[config.mk]
export PLATFORM = sky130hd
export DESIGN_NAME = mem_port_arbiter
export DESIGN_NICKNAME = d
export VERILOG_FILES = /design/src/rtl/mem_port_arbiter.sv
export SDC_FILE = /design/constraint.sdc
export NUM_CORES = 1
export LEC_CHECK = 0
export CELL_PAD_IN_SITES_DETAIL_PLACEMENT = 1
export CELL_PAD_IN_SITES_GLOBAL_PLACEMENT = 2
export CORE_UTILIZATION = 19
export DETAILED_ROUTE_END_ITERATION = 8
export PLACE_DENSITY = 0.79
export SYNTH_ARGS = -nofsm -noshare
export SYNTH_HDL_FRONTEND = slang
export SYNTH_SLANG_ARGS = --single-unit
[constraint.sdc]
create_clock -name clk -period 1.7 [get_ports clk]
set_clock_uncertainty 0.1 [all_clocks]
set_input_delay 0.34 -clock clk [delete_from_list [all_inputs] [get_ports clk]]
set_output_delay 0.34 -clock clk [all_outputs]
set_load 0.02 [all_outputs]
[src/rtl/mem_port_arbiter.sv]
// Arbiter sharing one memory port between fetch (IF) and data (DM) requesters.
// One transaction in flight at a time; DM has priority unless IF has lost STARVE_MAX times in a row.
module mem_port_arbiter #(
    parameter int ADDR_W     = 32,
    parameter int DATA_W     = 32,
    parameter int STARVE_MAX = 4
) (
    input  logic              clk,
    input  logic              rst,
    input  logic              if_req,
    input  logic [ADDR_W-1:0] if_addr,
    output logic [DATA_W-1:0] if_rdata,
    output logic              if_valid,
    output logic              if_stall,
    input  logic              dm_req,
    input  logic [3:0]        dm_we,
    input  logic [ADDR_W-1:0] dm_addr,
    input  logic [DATA_W-1:0] dm_wdata,
    output logic [DATA_W-1:0] dm_rdata,
    output logic              dm_valid,
    output logic              dm_stall,
    output logic              mem_req,
    output logic [3:0]        mem_we,
    output logic [ADDR_W-1:0] mem_addr,
    output logic [DATA_W-1:0] mem_wdata,
    input  logic              mem_ready,
    input  logic              mem_rvalid,
    input  logic [DATA_W-1:0] mem_rdata
);

    typedef enum logic [1:0] {IDLE, ISSUE, WAIT, RESP} state_t;
    typedef enum logic {OWN_IF, OWN_DM} owner_t;

    localparam logic [3:0] STARVE_LIM = 4'(STARVE_MAX);

    state_t     state_reg;
    owner_t     owner_reg;
    logic [3:0] starve_cnt_reg;
    logic       starve_hit;
    logic       dm_wins;

    // IF overrides DM only once it has been passed over STARVE_MAX times while waiting.
    assign starve_hit = if_req && (starve_cnt_reg == STARVE_LIM);
    assign dm_wins    = dm_req && !starve_hit;

    assign if_stall = if_req && !if_valid;
    assign dm_stall = dm_req && !dm_valid;

    always_ff @(posedge clk) begin
        if (rst) begin
            state_reg      <= IDLE;
            owner_reg      <= OWN_IF;
            starve_cnt_reg <= 4'd0;
            mem_req        <= 1'b0;
            mem_we         <= 4'd0;
            mem_addr       <= '0;
            mem_wdata      <= '0;
            if_valid       <= 1'b0;
            dm_valid       <= 1'b0;
            if_rdata       <= '0;
            dm_rdata       <= '0;
        end else begin
            if_valid <= 1'b0;
            dm_valid <= 1'b0;
            case (state_reg)
                IDLE: begin
                    if (dm_wins) begin
                        owner_reg <= OWN_DM;
                        mem_req   <= 1'b1;
                        mem_we    <= dm_we;
                        mem_addr  <= dm_addr;
                        mem_wdata <= dm_wdata;
                        state_reg <= ISSUE;
                        if (if_req && (starve_cnt_reg != STARVE_LIM)) begin
                            starve_cnt_reg <= starve_cnt_reg + 4'd1;
                        end
                    end else if (if_req) begin
                        owner_reg      <= OWN_IF;
                        mem_req        <= 1'b1;
                        mem_we         <= 4'd0;
                        mem_addr       <= if_addr;
                        mem_wdata      <= '0;
                        state_reg      <= ISSUE;
                        starve_cnt_reg <= 4'd0;
                    end
                end
                ISSUE: begin
                    if (mem_ready) begin
                        mem_req <= 1'b0;
                        if (mem_we == 4'd0) begin
                            state_reg <= WAIT;
                        end else begin
                            // Writes need no read data, so complete straight away.
                            state_reg <= RESP;
                            dm_valid  <= (owner_reg == OWN_DM);
                            if_valid  <= (owner_reg == OWN_IF);
                        end
                    end
                end
                WAIT: begin
                    if (mem_rvalid) begin
                        state_reg <= RESP;
                        if (owner_reg == OWN_DM) begin
                            dm_rdata <= mem_rdata;
                            dm_valid <= 1'b1;
                        end else begin
                            if_rdata <= mem_rdata;
                            if_valid <= 1'b1;
                        end
                    end
                end
                RESP: begin
                    // Requests still held here are arbitrated only after returning to IDLE.
                    state_reg <= IDLE;
                end
                default: begin
                    state_reg <= IDLE;
                    mem_req   <= 1'b0;
                end
            endcase
        end
    end

endmodule

==> run metrics, run 1 <==
count of clock tree sinks around 140; Critical Path AT 1.87 ns; Final Cycle Share 96.3%; effective utilization at floorplan roughly a fifth; static power due to leakage 4.08 nW; HP Class primary input to flip-flop; proportion of power drawn by combinational gates 35.7%; TritonCTS clock tree built; Port Buffer Count 274; Synth area leader dfxtp_1; sequential share of the synthesized area 50.4%; core footprint 28900 sq um; CTS H-tree depth 4; ratio of total power to cell area 1340 nW/um^2; required time at the endpoint of the critical path 1.93 ns; Hold Crit Depth 2; setup TNS after final layout 0 ns; count of pins over their slew limit 0; number of warning messages in the yosys log 0; setup repair after global routing missed its margin false; layout cell share with drive strength beyond 1 11.6%; area enclosed by the die boundary 30400 sq um; run status complete, no violations; post-synthesis async set-or-reset flop share 0%; overall die height 174 um; worst-path fanout max 5; starting DRC count in detailed routing 226; most used flip-flop cell after synthesis dfxtp_1; Detailed Place HPWL 15300 um; count of unique library cells instantiated by Yosys 37; Final Util approximately 34%; Post-route DRC 0; average wire length per cell after detail routing 16.9 um; Avg Inst Size Synth 8.07 sq um; Post-Syn Nets 842; I/O Pins between 200 and 300; root buffer cell clkbuf_16; quantity of hold-fixing buffers added after cts 0; mapped cell area 5640 sq um; number of global-route vias before repair around 6300; placement row count 62; count of final hold-check violations 0; Max VDD drop 0.634 mV; Area Overhead vs Synth 74.7%; power share of the sequential group about a third; Syn Inst Count 699; width of the die 174 um; routed wire length approximately 23000 um; Slew HR between 50% and 60%; Crit Path Category flip-flop to flip-flop; number of max-cap violations 0; number of detailed-route iterations in the first pass 6; part of the total power dissipated in the clock network roughly a third; number of buffers on the longest clock path 2; Area contributors post-synth dfxtp_1, nand2_1, a21oi_1; switching power summed over all nets 0.00463 W; final count of negative-setup-slack endpoints 0; Sw Ratio 35.1%; total power after layout 0.0132 W; Worst setup EP type flip-flop; last weighted congestion value of the routability-driven placer 0.749; internal power contribution around 0.0086 W; Worst Reg-to-Reg Cells 8; Worst setup SP type flip-flop; number of antenna violations at the first check in global routing 0; global-route congestion overflow total 0; vias after detailed routing 6258; maximum number of pins on one net before global-route repair 51; crit path time final 1.64 ns; synthesized flop and latch total 142; first-pass GRT wire length 34900 um; Skew-Pair Late Insertion Delay roughly 0.42 ns; Net count, final 1125; Worst-Margin Slew approximately 0.63 ns; total global-route track usage 14.7%; final antenna-violating net count 0; number of flops mapped to enable cells by yosys 0; number of CTS-inserted buffers 17; Max Clock Freq around 600 MHz; vias per inst 4.53; area share of the largest cell type after synthesis between 50% and 60%; Reg clk slew, reported paths around 0.070 ns
## cell families after synthesis
logic type      share of synthesized area, %
compound gates                          19.1
flops                                   50.4
simple gates                            23.9
fa+ha+maj                               1.11
buf+inv                                 5.54
## cells in the mapped netlist, types with 2 or more instances
| cell type | n |
|---|---|
| a311oi_1 | 32 |
| nor4b_1 | 2 |
| nand4b_1 | 3 |
| nand3_1 | 35 |
| buf_2 | 22 |
| o21ai_0 | 33 |
| a31oi_1 | 2 |
| nor2b_1 | 3 |
| nand3b_1 | 2 |
| a21oi_1 | 104 |
| dfxtp_1 | 142 |
| ha_1 | 5 |
| nand4_1 | 38 |
| nor2_1 | 34 |
| clkbuf_1 | 40 |
| inv_1 | 5 |
| nand2b_1 | 2 |
| a32oi_1 | 2 |
| nand2_1 | 170 |
| buf_1 | 6 |
## timing repair
item / CTS / global route
gates cloned: 0 / 5
setup buffers: 0 / 4
resized for setup: 139 / 19
setup endpoints to repair: 139 / 73
pin swaps: 1 / 10
## worst paths after layout
kind / startpoint / endpoint / slack, ns
worst max register to register: starve_cnt_reg[0] / mem_addr[15] / 0.06
worst min-delay path: rst / if_rdata[4] / 0.32
worst max-delay path: starve_cnt_reg[0] / mem_addr[15] / 0.06
worst min register to register: if_rdata[3] / if_rdata[3] / 0.35
## placed cells by master (no fill, tap or decap), types with 2 or more instances in the layout
| master | Yosys | final |
|---|---|---|
| a31oi_1 | 2 | 2 |
| dfxtp_1 | 142 | 139 |
| inv_6 | 0 | 6 |
| bufinv_16 | 0 | 5 |
| buf_4 | 0 | 38 |
| a311oi_2 | 0 | 7 |
| dlygate4sd2_1 | 0 | 136 |
| nand3b_1 | 2 | 2 |
| clkbuf_16 | 0 | 22 |
| nor2_1 | 34 | 34 |
| ha_2 | 0 | 2 |
| nor4b_1 | 2 | 2 |
| nand4b_1 | 3 | 3 |
| clkinv_4 | 0 | 2 |
| nand4_1 | 38 | 38 |
| nand2_1 | 170 | 170 |
| a21oi_1 | 104 | 104 |
| clkdlybuf4s50_1 | 0 | 135 |
| buf_6 | 1 | 2 |
| buf_12 | 0 | 15 |
| inv_1 | 5 | 4 |
| a32oi_1 | 2 | 2 |
| a311oi_1 | 32 | 25 |
| nand3_1 | 35 | 35 |
| nand2b_1 | 2 | 2 |
| nor2b_1 | 3 | 2 |
| dfxtp_2 | 0 | 3 |
| ha_1 | 5 | 2 |
| o21ai_0 | 33 | 33 |
## critical path, stage by stage (launching register included)
cell and delay (ns):
dfxtp_2 0.33, inv_1 0.05, ha_2 0.19, nand4b_1 0.11
buf_6 0.14, buf_12 0.14, clkbuf_16 0.14, nand3_1 0.08
a311oi_1 0.28
## power by group through the flow
stage	Combinational, W	Clock [W]	Sequential [W]
2_1_floorplan	0.00173	0	0.00490
3_3_place_gp	0.00462	0	0.00428
3_5_place_dp	0.00468	0	0.00428
4_1_cts	0.00433	0.00444	0.00420
5_1_grt	0.00509	0.00458	0.00427
6_report	0.00470	0.00428	0.00420
## stage by stage
stage | cells | area, sq um | worst slack, ns | hold WS (ns)
2_1_floorplan | 699 | 5640 | 0.0171 | 0.362
6_report | 1380 | 9860 | 0.0632 | 0.316
5_1_grt | 1379 | 9850 | 0.00257 | 0.360
3_3_place_gp | 1338 | 9130 | -0.314 | 0.341
3_5_place_dp | 1338 | 9130 | -0.349 | 0.347
4_1_cts | 1370 | 9620 | 0.00200 | 0.334
## routing by layer
layer	routed length [um]	global-route usage (%)	vias up
li1	-	-	3017
met5	0	0	-
met3	1600	4.72	16
met4	246	3.51	0
met2	11300	25.1	191
met1	10100	17.9	3034
## layout make-up
class / instances / area, sq um
tap: 384 / 480
antenna: 1 / 2.50
clock inverter: 14 / 228
multi-input combinational: 483 / 2570
inverter: 5 / 18.8
timing repair buffer: 333 / 3290
fill: 3405 / 19100
clock buffer: 18 / 429
sequential: 142 / 2850
No activity file was read; power rests on OpenSTA's default activity.
==> run 2, diff against run 1 <==
--- a/config.mk
+++ b/config.mk
@@ -7,6 +7,7 @@
 export LEC_CHECK = 0
 export CELL_PAD_IN_SITES_DETAIL_PLACEMENT = 1
 export CELL_PAD_IN_SITES_GLOBAL_PLACEMENT = 2
+export CORE_ASPECT_RATIO = 1.4
 export CORE_UTILIZATION = 19
 export DETAILED_ROUTE_END_ITERATION = 8
 export PLACE_DENSITY = 0.79
==> run 2 against run 1 <==
  * Maximum frequency up 0.78%
  * Clock power down 14%
  * Via count down 1.0%
  * Register-to-register slack about the same
  * Worst setup slack better by 0.013 ns
  * Final area down 1.4%
  * Flip-flop and latch count unchanged
  * Utilization down 0.73 points
  * Sequential share of layout area up 0.42 points
  * First-iteration DRC count down 0.88%
  * Sequential power about the same
  * Wire length up 3.5%
  * Critical path type unchanged
  * Largest cell class unchanged
==> run metrics, run 2 (synthesis gave the netlist of run 1 again) <==
Max VDD drop 0.689 mV (+8.6%); area enclosed by the die boundary 30400 sq um (about the same); final antenna-violating net count 0 (unchanged); ratio of total power to cell area 1300 nW/um^2 (-3.1%); effective utilization at floorplan 19.3% (-0.15 points); worst-case register-to-register setup slack 0.08 ns (about the same); Max Clock Freq 616 MHz (+0.78%); vias per inst 4.51 (-0.45%); global-route congestion overflow total 0 (unchanged); core footprint 29200 sq um (+0.80%); Net count, final 1118 (-0.62%); routed wire length 24100 um (+3.5%); vias after detailed routing 6194 (-1.0%); number of buffers on the longest clock path 2 (unchanged); run status complete, no violations; maximum number of pins on one net before global-route repair 49 (-3.9%); number of global-route vias before repair 6164 (-1.6%); root buffer cell clkbuf_16; required time at the endpoint of the critical path 1.93 ns (about the same); Slew HR 71.1% (+13 points); Inst Count DP 1326 (-0.90%); count of clock tree sinks 142 (unchanged); Post-route DRC 0 (unchanged); Detailed Place HPWL 15900 um (+3.7%); total global-route track usage 14.8% (+0.038 points); crit path time final 1.62 ns (-0.0127 ns); Port Buffer Count 274 (unchanged); last weighted congestion value of the routability-driven placer 0.755 (+0.84%); number of antenna violations at the first check in global routing 2 (+2); average wire length per cell after detail routing 17.6 um (+4.1%); CTS H-tree depth 4 (unchanged); static power due to leakage 4.00 nW (-1.9%); Skew-Pair Late Insertion Delay 0.42 ns (about the same); Critical Path AT 1.86 ns (about the same); width of the die 148 um (-15%); HP Class primary input to flip-flop; worst-path fanout max 6 (+1); number of max-cap violations 0 (unchanged); count of pins over their slew limit 0 (unchanged); number of detailed-route iterations in the first pass 4 (-2); most frequent cells in the layout nand2_1, dfxtp_1, dlygate4sd2_1; starting DRC count in detailed routing 224 (-0.88%); I/O Pins 275 (unchanged); TritonCTS clock tree built; placement row count 74 (+19%); Reg clk slew, reported paths 0.06 ns (about the same); quantity of hold-fixing buffers added after cts 0 (unchanged); layout cell share with drive strength beyond 1 11.5% (-0.019 points); count of final hold-check violations 0 (unchanged); Final Non-Filler Cells 1372 (-0.58%); final count of negative-setup-slack endpoints 0 (unchanged); most common library cell in the layout ignoring fill and taps nand2_1; Worst setup SP type flip-flop; Area Overhead vs Synth 72.3%; Final Cycle Share 95.5% (-0.74 points); Placement Cell Area 9050 sq um (-0.90%); Crit Path Category flip-flop to flip-flop; finished layout cell area 9720 sq um (-1.4%); first-pass GRT wire length 34500 um (-1.2%); overall die height 206 um (+18%); Worst-Margin Slew 0.434 ns (-0.201 ns); number of CTS-inserted buffers 17 (unchanged); Worst setup EP type flip-flop
run 2: cell count changes in the layout (fill, tap and decap cells not counted), sizes merged, moves of 2 or more:
cell      previous run  this run
clkinvlp             1         3
bufinv               5         1
clkbuf              24        26
clkinv               2         5
diode                1         4
buf                 56        49
and4b                1         4
inv                 11         6
run 2: layer usage:
layer	GRT usage (%)	up-vias	wire length, um
met5	0	-	13
met4	7.03	2	589
met3	3.29	32	955
met2	26.7	172	12900
met1	16.3	2978	9610
li1	-	3010	-
run 2: area by class of cell:
cell class | count | area [sq um]
fill | 3434 | 19400
timing repair buffer | 323 | 3180
sequential | 142 | 2850
multi-input combinational | 486 | 2620
clock buffer | 22 | 484
tap | 380 | 475
clock inverter | 10 | 86.3
inverter | 5 | 18.8
antenna | 4 | 10.0
run 2: where the power goes:
part	switching (W)	internal, W	total, W
clock	0.00152	0.00216	0.00368
combinational	0.00268	0.00206	0.00474
sequential	0.000280	0.00391	0.00419
run 2: stage by stage:
stage               utilization, %  hold slack (ns)  power (W)  TNS [ns]  setup slack [ns]
global placement              31.0            0.341    0.00908    -22.62            -0.368
detailed placement            31.0            0.348    0.00915    -26.77            -0.369
CTS                           32.4            0.150     0.0126   -0.0803           -0.0797
floorplan                        -            0.362    0.00664         0            0.0171
finish                        33.3            0.179     0.0126         0            0.0759
global route                  33.3            0.186     0.0134   -0.0716           -0.0287
run 2: critical path, cell delays in order, from the launching register on:
cell and delay, ns:
dfxtp_2 0.33, inv_2 0.05, buf_12 0.12, ha_4 0.17, nor3b_4 0.17, or3_4 0.39, o32ai_2 0.19
run 2: path summary, 6_finish.rpt:
| kind | from | depth (start not counted) | endpoint |
|---|---|---|---|
| worst max-delay path | state_reg[0] | 6 | state_reg[0] |
| worst min-delay path | rst | 2 | owner_reg |
| worst max register to register | state_reg[0] | 6 | state_reg[0] |
| worst min register to register | if_rdata[28] | 2 | if_rdata[28] |
run 2: what timing repair did:
action | in CTS | in global routing
setup endpoints to repair | 141 | 99
gates cloned | 0 | 8
setup buffers | 0 | 3
pin swaps | 1 | 8
gates resized for setup | 143 | 31
